File: src/rtl/regfile_pkg.sv
// Shared register-file types and constants for the RV32 write-back path.
package regfile_pkg;
   localparam int XLEN       = 32;
   localparam int REG_ADDR_W = 5;
   localparam logic [REG_ADDR_W-1:0] REG_ZERO = 5'd0;

   typedef struct packed {
      logic [REG_ADDR_W-1:0] rd;
      logic [XLEN-1:0]       data;
   } wb_entry_t;
endpackage

File: src/rtl/wb_fwd_match.sv
// Forwarding lookup over the pending write-back queue: youngest valid entry
// whose destination matches the lookup address supplies the data.
module wb_fwd_match #(
   parameter int DEPTH = 4,
   parameter int XLEN  = 32
) (
   input  logic [DEPTH-1:0][4:0]      ent_rd,
   input  logic [DEPTH-1:0][XLEN-1:0] ent_data,
   input  logic [DEPTH-1:0]           ent_valid,
   input  logic [$clog2(DEPTH)-1:0]   rd_ptr,
   input  logic [4:0]                 addr,
   output logic                       hit,
   output logic [XLEN-1:0]            data
);
   import regfile_pkg::*;

   localparam int PTR_W = $clog2(DEPTH);

   // Walk from oldest (head) to youngest so the last match seen wins.
   always_comb begin
      logic [PTR_W-1:0] idx;
      hit  = 1'b0;
      data = '0;
      idx  = rd_ptr;
      if (addr != REG_ZERO) begin
         for (int k = 0; k < DEPTH; k++) begin
            idx = rd_ptr + PTR_W'(k);
            if (ent_valid[idx] && (ent_rd[idx] == addr)) begin
               hit  = 1'b1;
               data = ent_data[idx];
            end
         end
      end
   end
endmodule

File: src/rtl/regfile_wb_queue.sv
// Write-side front end of the register file: merges ALU and LSU results into a
// small FIFO drained onto the single write port, with two forwarding lookups.
module regfile_wb_queue #(
   parameter int DEPTH = 4,
   parameter int XLEN  = 32
) (
   input  logic                       clk,
   input  logic                       reset,
   input  logic                       lsu_valid,
   input  logic [4:0]                 lsu_rd,
   input  logic [XLEN-1:0]            lsu_data,
   output logic                       lsu_ready,
   input  logic                       alu_valid,
   input  logic [4:0]                 alu_rd,
   input  logic [XLEN-1:0]            alu_data,
   output logic                       alu_ready,
   input  logic                       wb_hold,
   output logic                       we3,
   output logic [4:0]                 a3,
   output logic [XLEN-1:0]            wd3,
   input  logic [4:0]                 fwd_a1,
   input  logic [4:0]                 fwd_a2,
   output logic                       fwd_hit1,
   output logic [XLEN-1:0]            fwd_data1,
   output logic                       fwd_hit2,
   output logic [XLEN-1:0]            fwd_data2,
   output logic [$clog2(DEPTH+1)-1:0] count,
   output logic                       full,
   output logic                       empty
);
   import regfile_pkg::*;

   localparam int PTR_W = $clog2(DEPTH);
   localparam int CNT_W = $clog2(DEPTH+1);

   logic [DEPTH-1:0][4:0]      ent_rd;
   logic [DEPTH-1:0][XLEN-1:0] ent_data;
   logic [DEPTH-1:0]           ent_valid;
   logic [DEPTH-1:0]           valid_next;
   logic [PTR_W-1:0]           rd_ptr;
   logic [PTR_W-1:0]           wr_ptr;
   logic [PTR_W-1:0]           alu_ptr;
   logic [CNT_W-1:0]           free;
   logic                       lsu_nz;
   logic                       lsu_acc;
   logic                       alu_acc;

   // Space is judged before this cycle's pop; a popping slot is never reused same edge.
   assign free      = CNT_W'(DEPTH) - count;
   assign lsu_nz    = lsu_valid & (lsu_rd != REG_ZERO);
   assign lsu_ready = (free >= CNT_W'(1));
   assign alu_ready = (free >= CNT_W'(2)) | (lsu_ready & ~lsu_nz);
   assign lsu_acc   = lsu_nz & lsu_ready;
   assign alu_acc   = alu_valid & alu_ready & (alu_rd != REG_ZERO);
   assign alu_ptr   = wr_ptr + PTR_W'(lsu_acc);

   assign empty = (count == '0);
   assign full  = (count == CNT_W'(DEPTH));
   assign we3   = ~empty & ~wb_hold;
   assign a3    = we3 ? ent_rd[rd_ptr]   : REG_ZERO;
   assign wd3   = we3 ? ent_data[rd_ptr] : '0;

   always_comb begin
      valid_next = ent_valid;
      if (we3)     valid_next[rd_ptr]  = 1'b0;
      if (lsu_acc) valid_next[wr_ptr]  = 1'b1;
      if (alu_acc) valid_next[alu_ptr] = 1'b1;
   end

   always_ff @(posedge clk or posedge reset) begin
      if (reset) begin
         rd_ptr    <= '0;
         wr_ptr    <= '0;
         count     <= '0;
         ent_valid <= '0;
      end else begin
         if (we3) rd_ptr <= rd_ptr + PTR_W'(1);
         wr_ptr    <= wr_ptr + PTR_W'(lsu_acc) + PTR_W'(alu_acc);
         count     <= count + CNT_W'(lsu_acc) + CNT_W'(alu_acc) - CNT_W'(we3);
         ent_valid <= valid_next;
      end
   end

   // Payload storage carries no reset; occupancy is tracked by ent_valid/count.
   always_ff @(posedge clk) begin
      if (lsu_acc) begin
         ent_rd[wr_ptr]   <= lsu_rd;
         ent_data[wr_ptr] <= lsu_data;
      end
      if (alu_acc) begin
         ent_rd[alu_ptr]   <= alu_rd;
         ent_data[alu_ptr] <= alu_data;
      end
   end

   wb_fwd_match #(.DEPTH(DEPTH), .XLEN(XLEN)) u_fwd1 (
      .ent_rd    (ent_rd),
      .ent_data  (ent_data),
      .ent_valid (ent_valid),
      .rd_ptr    (rd_ptr),
      .addr      (fwd_a1),
      .hit       (fwd_hit1),
      .data      (fwd_data1)
   );

   wb_fwd_match #(.DEPTH(DEPTH), .XLEN(XLEN)) u_fwd2 (
      .ent_rd    (ent_rd),
      .ent_data  (ent_data),
      .ent_valid (ent_valid),
      .rd_ptr    (rd_ptr),
      .addr      (fwd_a2),
      .hit       (fwd_hit2),
      .data      (fwd_data2)
   );
endmodule

File: config.mk
export PLATFORM = sky130hd
export DESIGN_NAME = regfile_wb_queue
export DESIGN_NICKNAME = d
export VERILOG_FILES = /design/src/rtl/regfile_pkg.sv /design/src/rtl/wb_fwd_match.sv /design/src/rtl/regfile_wb_queue.sv
export SDC_FILE = /design/constraint.sdc
export NUM_CORES = 1
export LEC_CHECK = 0
export ABC_AREA = 1
export BUFFER_PORTS_ARGS = -buffer_cell sky130_fd_sc_hd__buf_2
export CAP_MARGIN = 10
export CELL_PAD_IN_SITES_DETAIL_PLACEMENT = 1
export CELL_PAD_IN_SITES_GLOBAL_PLACEMENT = 2
export CORE_MARGIN = 5
export CORE_UTILIZATION = 33
export CTS_CLUSTER_DIAMETER = 100
export DETAILED_ROUTE_END_ITERATION = 12
export PLACE_DENSITY_LB_ADDON = 0.2
export SLEW_MARGIN = 20
export SYNTH_ARGS = -nofsm -noshare
export SYNTH_HDL_FRONTEND = slang
export SYNTH_HIERARCHICAL = 1
export SYNTH_SLANG_ARGS = --single-unit
File: constraint.sdc
create_clock -name clk -period 5.2 [get_ports clk]
set_input_delay 1.04 -clock clk [delete_from_list [all_inputs] [get_ports clk]]
set_output_delay 1.04 -clock clk [all_outputs]
set_load 0.005 [all_outputs]
* After elaboration in Yosys (flattened, before gate mapping) *
Cells that the tools add are included.

operators by class
  add/sub/neg operators = 9
  $lt $le $gt $ge = 11
  eq/ne operators = 9
  mux-type cells = 71
  bitwise gates (word level) = 14
  reduce and logical (&&, ||, !) cells = 16

operators by type and width
  kind                   number
  $mux W32               17
  $bmux W32 S2           4
  $bwmux W128            2
  $mux W128              2
  $demux W32 S2          2
  $bmux W5 S2            4
  $bwmux W20             2
  $eq A5 B5 Y1           8
  $mux W20               2
  $mux W5                7
  $demux W5 S2           2
  $reduce_bool A5 Y1     4
  $lt A2 B3 Y1 const B   6
  $mux W1                17
  $mux W4                3
  $logic_and A1 B1 Y1    11
  $bmux W1 S2            4
  $or A4 B4 Y4           2
  $add A3 B1 Y3          2
  $and A1 B1 Y1          6
  $demux W1 S2           3
  $ge A2 B1 Y1 const B   3
  $add A2 B1 Y2          2
  $add A2 B2 Y2 const B  2
  other kinds (11)       13

word-level totals
  register bits after elaboration = 159
  output and inout port bits = 111

* Logic depth before layout (Yosys ltp) *
Gate-level depths: netlist of the first run.

  depth after elaboration = 11
  gate-level depth with buffers = 20
  mapped depth without buffers = 18

* By module *
Netlist of the first run, hierarchy kept.

modules (own cells, without submodules)
  module            instances  cells each  area each (sq um)  seq. area each (sq um)
  regfile_wb_queue  1          1883        10948.0            3238.1
  wb_fwd_match      2          1175        5218.8             0.0

* Worst setup path before layout of the first run *
No wires, ideal clock.

  path type = input -> register
  start = input lsu_rd[3]
  end = register count[2]
  arrival time = 3.049 ns
  path slack = 2.022 ns
  stages = 15
  buffers on the path = 1
  cell sequence = nor2_1 -> nand3_1 -> nand3_2 -> clkbuf_1 -> ha_1 -> inv_1 -> nand3_1 -> nand2_1 -> inv_1 -> ha_1 -> inv_1 -> nand2_1 -> fa_1 -> xnor2_1 -> xor2_1

on the way
  longest elaborated chain between the ends = 9
  elaborated cells between the ends (all ways) = 11

ends and longest elaborated chain
  item                                                   line                    RTL
  start: declaration                                     regfile_wb_queue.sv:10  input logic [4:0] lsu_rd,
  $reduce_bool A5 Y1 *                                   regfile_wb_queue.sv:50  assign lsu_nz = lsu_valid & (lsu_rd != REG_ZERO);
  $and A1 B1 Y1 *                                        regfile_wb_queue.sv:50
  branches (longest 5 deep; another with $add A3 B1 Y3)  n/a
  $add A3 B1 Y3 *                                        regfile_wb_queue.sv:79  count <= count + CNT_W'(lsu_acc) + CNT_W'(alu_acc) - CNT_W'(we3);
  $sub A3 B1 Y3 *                                        regfile_wb_queue.sv:79
  end signal: assignment                                 regfile_wb_queue.sv:79
  end: declaration                                       regfile_wb_queue.sv:27  output logic [$clog2(DEPTH+1)-1:0] count,

Every way passes the cells marked *.
A chain may end at the register's enable or synchronous reset.

* Final worst setup path of the first run *
  start = register rd_ptr[0]
  end = output fwd_data1[4]

on the way
  longest elaborated chain between the ends = 9
  elaborated cells between the ends (all ways) = 40

ends and longest elaborated chain
  item                                                           line                                    RTL
  start: declaration                                             regfile_wb_queue.sv:40                  logic [PTR_W-1:0] rd_ptr;
  start signal: assignment                                       regfile_wb_queue.sv:77                  if (we3) rd_ptr <= rd_ptr + PTR_W'(1);
  $add A2 B1 Y2 or $bmux W5 S2 (tied branches)                   wb_fwd_match.sv:27, wb_fwd_match.sv:28
  $bmux W5 S2 or $mux W5 (tied branches)                         wb_fwd_match.sv:28                      if (ent_valid[idx] && (ent_rd[idx] == addr)) begin
  $mux W5 (not written as such) or $eq A5 B5 Y1 (tied branches)  wb_fwd_match.sv:28
  $eq A5 B5 Y1 or $logic_and A1 B1 Y1 (tied branches)            wb_fwd_match.sv:28
  $logic_and A1 B1 Y1 or $mux W32 (tied branches)                wb_fwd_match.sv:28
  $mux W32 (2 in a row)                                          wb_fwd_match.sv:28
  $mux W32 *                                                     wb_fwd_match.sv:28
  $mux W32 *                                                     wb_fwd_match.sv:25                      if (addr != REG_ZERO) begin
  end: declaration                                               regfile_wb_queue.sv:24                  output logic [XLEN-1:0] fwd_data1,

Every way passes the cells marked *; elsewhere a longest branch is shown, timed or not. The select of a mux whose other input is x is not followed.

==> results of run 1 <==
## cells in the final DEF, fill, tap and decap left out, drive strengths merged, types with 23 or more instances in the layout
cell | netlist | routed
o21ai | 752 | 752
buf | 215 | 264
clkbuf | 141 | 23
a21oi | 144 | 144
inv | 246 | 244
nand2 | 1845 | 1845
nand3 | 237 | 237
dfxtp | 148 | 148
nor2 | 238 | 238
nand4 | 212 | 212
## state kept, by name, summed over array words and instances, names as in the netlist
signal     count
ent_data     128
ent_rd        20
ent_valid      4
count          3
rd_ptr         2
wr_ptr         2
## through the flow
stage | std cells | hold WS (ns)
5_1_grt | 5028 | 0.570
6_report | 5030 | 0.517
2_1_floorplan | 4233 | 0.508
3_3_place_gp | 4996 | 0.520
3_5_place_dp | 4996 | 0.520
4_1_cts | 5028 | 0.531
## routing by layer
metal	GRT usage	share of wire
met1	0.442	0.49
met3	0.0443	0.072
met5	0	0.00012
met4	0.0587	0.019
met2	0.444	0.42
## cells by family (layout without fill, tap and decap cells)
group / Yosys count / after routing / share of synthesized area
compound gates: 898 / 898 / 0.212
xor+xnor: 15 / 15 / 0.00649
fa+ha+maj: 14 / 14 / 0.00854
buf+inv: 602 / 542 / 0.131
flops: 159 / 159 / 0.151
mux: 2 / 2 / 0.000936
other cells: 0 / 2 / 0
simple gates: 2543 / 2543 / 0.490
## worst paths after layout
path / endpoint / slack (ns) / depth (start not counted)
worst max register to register: ent_data[78] / 1.67 / 14
max in group asynchronous: rd_ptr[0] / 4.14 / 2
worst min register to register: count[2] / 0.52 / 1
min in group asynchronous: count[2] / 0.63 / 2
worst max-delay path: fwd_data1[4] / 0.23 / 14
worst min-delay path: count[2] / 0.52 / 1
## final cells by class
| type | instances | area share |
|---|---|---|
| multi-input combinational | 3472 | 0.675 |
| sequential | 159 | 0.142 |
| timing repair buffer | 264 | 0.0680 |
| tap | 855 | 0.0468 |
| inverter | 246 | 0.0409 |
| clock buffer | 23 | 0.0214 |
| clock inverter | 9 | 0.00569 |
| antenna | 2 | 0.000219 |
## critical path, delay by kind of cell, from the launching register on
| family | cells | cell delay (ns) |
|---|---|---|
| simple gates | 8 | 1.12 |
| flops | 1 | 0.65 |
| compound gates | 2 | 0.54 |
| buf+inv | 4 | 1.16 |
## power groups by stage
stage               clock (mW)  combinational (mW)  sequential (mW)
floorplan                    0                10.0             2.42
global placement             0                13.4             3.44
detailed placement           0                13.6             3.45
CTS                       1.39                13.6             3.42
global route              1.44                15.4             3.55
finish                    1.37                13.8             3.52
## repair_timing
action / in CTS / in global routing
setup endpoints to repair: 0 / 20
hold buffers: 0 / 0
hold endpoints to repair: 0 / 0
resized for setup: 0 / 1
setup buffers: 0 / 0
==> results.ini, run 1 <==
[run_status]
status = completed

[synth]
post-synth-top-count-cell = nand2_1
synth_common_cells = nand2_1 (1841), o21ai_0 (681), inv_1 (236), nand3_1 (232), nor2_1 (228)
ys_seq_elements = 159
ys_types = 34
synth_top_cell_by_area = nand2_1
synth_ff_type = dfxtp_1
synth-edff-count = 0
synth_top_area_share = 0.323
syn_avg_cell_area_sq_um = 5.05
synth-warning-count = 6
synthTopCellsByArea = nand2_1 (32%), o21ai_0 (16%), dfxtp_1 (14%)
ys_seq_area_frac = 0.151
async_flop_share = 0.0692
synthesis.nets = 4336
syn_inst = 4233
syn-cell-area_sq_um = 21400

[detailed_routing]
first_iter_violations = 2724
ant_nets = 0
drcViolationCount = 0
vias = 28000
wl_per_cell_um = 21.5
via_per_inst = 5.58
routed_wl_um = 108000
drt_pass1_iterations = 6

[grt]
antenna_found_initial = 3
first_global_vias = 26000
grt_pass1_wl_um = 162000
grtUsageTotal = 0.293
grt_max_degree = 220
overflow = 0

[pwr]
p_clk_frac = 0.073
p_sw_frac = 0.642
total_power_mw = 18.7
leakage_nw = 11.5
powerDensity_nw_per_um2 = 816
internal_power_mw = 6.67
seqPwrFrac = 0.189
combPwrFrac = 0.738
switchingPower_mw = 12.0
peakVddDrop_uv = 607

[clocking]
clkTransAtPathRegs_ns = 0.06
cts_tree = built
clk_latency_ns = 0.45
cts_made_buffers = 17
htree_levels = 4
clockBufferDepth = 2
cts_sinks = 159
cts-root-buf = clkbuf_16

[cells_and_area]
final_area_sq_um = 22900
fillCellCount = 9191
area_growth_pct = 6.93
multiInputGateArea_sq_um = 15400
layout-drive-gt1-share = 0.0829
seqCellArea_sq_um = 3240
postLayoutCoreUtil = 0.355
final_net_count = 4263

[timing]
max_clock_freq_ghz = 0.201
fin_crit_sh = 0.955
slew_headroom = 0.298
setup_violations = 0
worst_slack_ns = 0.233
clock_skew_ns = 0.00711
fin_tns_setup_ns = 0
min_period_ns = 4.97
finalHoldViolCount = 0
worst_pin_slew_ns = 1.05
report.final.slew_viol_count = 0
rsz0062_at_grt = no

[die]
die_y_um = 265
die_x_um = 265
num_rows = 93
start_util = 0.332
dieArea_sq_um = 70000
core_area_sq_um = 64300
ios = 200

[placed_design]
gp_congestion = 0.890
pre_cts_slack_ns = 0.714
portBuffers = 199
placed_cell_area_sq_um = 22200
dp_hpwl_um = 75700

[hold_path]
min_path_type = flop to flop
hp-start = count[2]

[worst_setup_path]
endpoint_kind = primary output
crit_path_cell_trace = inv_4, nand2_1, nand2_2, buf_4, nand2_1, nand3_1, nand2_1, a21oi_4, nand3_2, buf_4, nand2_1, nand3_1, a21oi_1, buf_2
required_ns = 4.16
cpMostUsedCell = nand2_1
crit_slowest_cell = dfrtp_4
cp-startpoint = rd_ptr[0]
rr_startpoint = count[1]
critPathArrivalTime_ns = 3.93
critPathLaunchType = flop
worst-setup-path-type = flop to primary output
slowest_delay_ns = 0.65
cp_max_fo = 32

[flow_run]
drv_cap = 0

No activity file was read; power rests on OpenSTA's default activity.
==> run 2, diff against run 1 <==
CORE_ASPECT_RATIO = 0.5   (was not set)
==> results.ini, run 2 (synthesized netlist as in run 1, its figures left out) <==
[timing]
setup_violations = 0  ; unchanged
rsz0062_at_grt = no  ; unchanged
clock_skew_ns = 0.0197  ; was 0.00711 ns
min_period_ns = 4.95  ; was 4.97 ns
fin_tns_setup_ns = 0  ; unchanged
report.final.slew_viol_count = 0  ; unchanged
max_clock_freq_ghz = 0.202  ; was 0.201 GHz
slew_headroom = 0.308  ; was 0.298
fin_crit_sh = 0.951  ; was 0.955
finalHoldViolCount = 0  ; unchanged
worst_pin_slew_ns = 1.04  ; was 1.05 ns

[pwr]
combPwrFrac = 0.752  ; was 0.738
seqPwrFrac = 0.179  ; was 0.189
switchingPower_mw = 12.7  ; was 12.0 mW
leakage_nw = 11.6  ; was 11.5 nW
p_clk_frac = 0.068  ; was 0.073
internal_power_mw = 6.58  ; was 6.67 mW
p_sw_frac = 0.659  ; was 0.642
powerDensity_nw_per_um2 = 841  ; was 816 nW/um^2
peakVddDrop_uv = 400  ; was 607 uV

[worst_setup_path]
slowest_delay_ns = 0.45  ; was 0.65 ns
endpoint_kind = primary output  ; unchanged
cpMostUsedCell = nand2_1  ; unchanged
crit_slowest_cell = nand3_2  ; was dfrtp_4
critical_path.top_delay_family = simple AND/OR/NAND/NOR gates  ; was buffers and inverters
r2r_cells = 14  ; unchanged
rr_startpoint = count[1]  ; unchanged
required_ns = 4.16  ; about the same
cp-startpoint = rd_ptr[1]  ; was rd_ptr[0]
crit_cells = 13  ; was 14
worst-setup-path-type = flop to primary output  ; unchanged
critPathArrivalTime_ns = 3.91  ; was 3.93 ns
crit_path_cell_trace = buf_4, clkinv_2, nand2_1, nand2_2, nand2_1, nand3_1, a21oi_4, nand3_2, buf_12, nand2_1, nand3_1, a21oi_1, buf_2  ; was inv_4, nand2_1, nand2_2, buf_4, nand2_1, nand3_1, nand2_1, a21oi_4, nand3_2, buf_4, nand2_1, nand3_1, a21oi_1, buf_2
cp_max_fo = 22  ; was 32
critPathLaunchType = flop  ; unchanged
crit_buf_inv = 4  ; unchanged

[die]
ios = 200  ; unchanged
dieArea_sq_um = 70300  ; was 70000 sq um
core_area_sq_um = 64600  ; was 64300 sq um
num_rows = 66  ; was 93
die_x_um = 370  ; was 265 um
die_y_um = 190  ; was 265 um
start_util = 0.331  ; was 0.332

[cells_and_area]
regMostFlops = ent_data  ; unchanged
mostFrequentLayoutCells = nand2_1 (1838), o21ai_0 (681), inv_1 (236)  ; unchanged
layout-drive-gt1-share = 0.0834  ; was 0.0829
final_net_count = 4264  ; was 4263
mostFrequentLayoutCell = nand2_1  ; unchanged
area_growth_pct = 7.31  ; was 6.93%
postLayoutCoreUtil = 0.355  ; about the same
largest_reg_flops = 128  ; unchanged
reg_top3 = ent_data (128), ent_rd (20), ent_valid (4)  ; unchanged
final_area_sq_um = 22900  ; about the same

[placed_design]
portBuffers = 199  ; unchanged
dp_hpwl_um = 83500  ; was 75700 um
placed_cell_area_sq_um = 22400  ; was 22200 sq um
gp_congestion = 0.936  ; was 0.890

[hold_path]
hp-start = count[2]  ; unchanged
holdPathStages = 1  ; unchanged
min_path_type = flop to flop  ; unchanged

[clocking]
cts_resized = 0  ; unchanged
cts_made_buffers = 17  ; unchanged
cts_sinks = 159  ; unchanged
clockBufferDepth = 2  ; unchanged
cts_hold_buffers = 0  ; unchanged
cts_tree = built  ; unchanged
cts-root-buf = clkbuf_16  ; unchanged
clk_latency_ns = 0.48  ; was 0.45 ns
cts_setup_buffers = 0  ; unchanged
clkTransAtPathRegs_ns = 0.08  ; was 0.06 ns
htree_levels = 4  ; unchanged

[detailed_routing]
wl_per_cell_um = 23.3  ; was 21.5 um
ant_nets = 0  ; unchanged
routed_wl_um = 118000  ; was 108000 um
first_iter_violations = 3241  ; was 2724
via_per_inst = 5.72  ; was 5.58
vias = 29000  ; was 28000
drcViolationCount = 0  ; unchanged
drt_pass1_iterations = 5  ; was 6

[grt]
grt_max_degree = 215  ; was 220
overflow = 0  ; unchanged
antenna_found_initial = 7  ; was 3
first_global_vias = 27000  ; was 26000
grt_pass1_wl_um = 175000  ; was 162000 um
grtUsageTotal = 0.324  ; was 0.293

[run_status]
status = completed  ; unchanged

[flow_run]
drv_cap = 0  ; unchanged

## run 2: changes by cell type in the layout (fill, tap and decap cells not counted), moves of 3 or more
cell     before  now
buf_12        5   12
buf_4        58   53
diode_2       2    7
inv_6         0    3
inv_8         0    3
## run 2: final timing paths
path                                       to  slack [ns]
worst max-delay path            fwd_data2[21]        0.25
worst min-delay path                 count[2]        0.53
worst max register to register   ent_data[47]        1.38
worst min register to register       count[2]        0.53
max in group asynchronous           rd_ptr[0]        4.07
min in group asynchronous            count[2]        0.64
## run 2: power groups by stage
| stage | clock network [mW] | logic [mW] | registers [mW] |
|---|---|---|---|
| 2_1_floorplan | 0 | 10.0 | 2.42 |
| 3_3_place_gp | 0 | 13.8 | 3.34 |
| 3_5_place_dp | 0 | 14.2 | 3.37 |
| 4_1_cts | 1.33 | 14.2 | 3.34 |
| 5_1_grt | 1.38 | 16.0 | 3.50 |
| 6_report | 1.32 | 14.5 | 3.46 |
## run 2: metal layers
layer  up-vias  routed length [um]  GRT usage
met5         -                  44          0
met4         6                1820     0.0565
met3       128               10800     0.0782
met2      1057               46300      0.463
met1     14200               59100      0.492
li1      13600                   -          -
## run 2: per-stage QoR
stage	power, mW	hold WS (ns)	setup WS, ns	std cells
3_3_place_gp	17.2	0.512	0.937	5026
5_1_grt	20.8	0.556	0.111	5058
2_1_floorplan	12.5	0.508	2.02	4233
6_report	19.3	0.530	0.254	5065
4_1_cts	18.9	0.540	0.314	5058
3_5_place_dp	17.5	0.527	0.837	5026
## run 2: final cells by class
class / count / area (sq um)
Antenna cell: 7 / 17.5
Clock buffer: 19 / 433
Clock inverter: 13 / 129
Fill cell: 9313 / 41600
Inverter: 246 / 935
Multi-Input combinational cell: 3472 / 15400
Sequential cell: 159 / 3240
Tap cell: 884 / 1110
Timing Repair Buffer: 265 / 1650
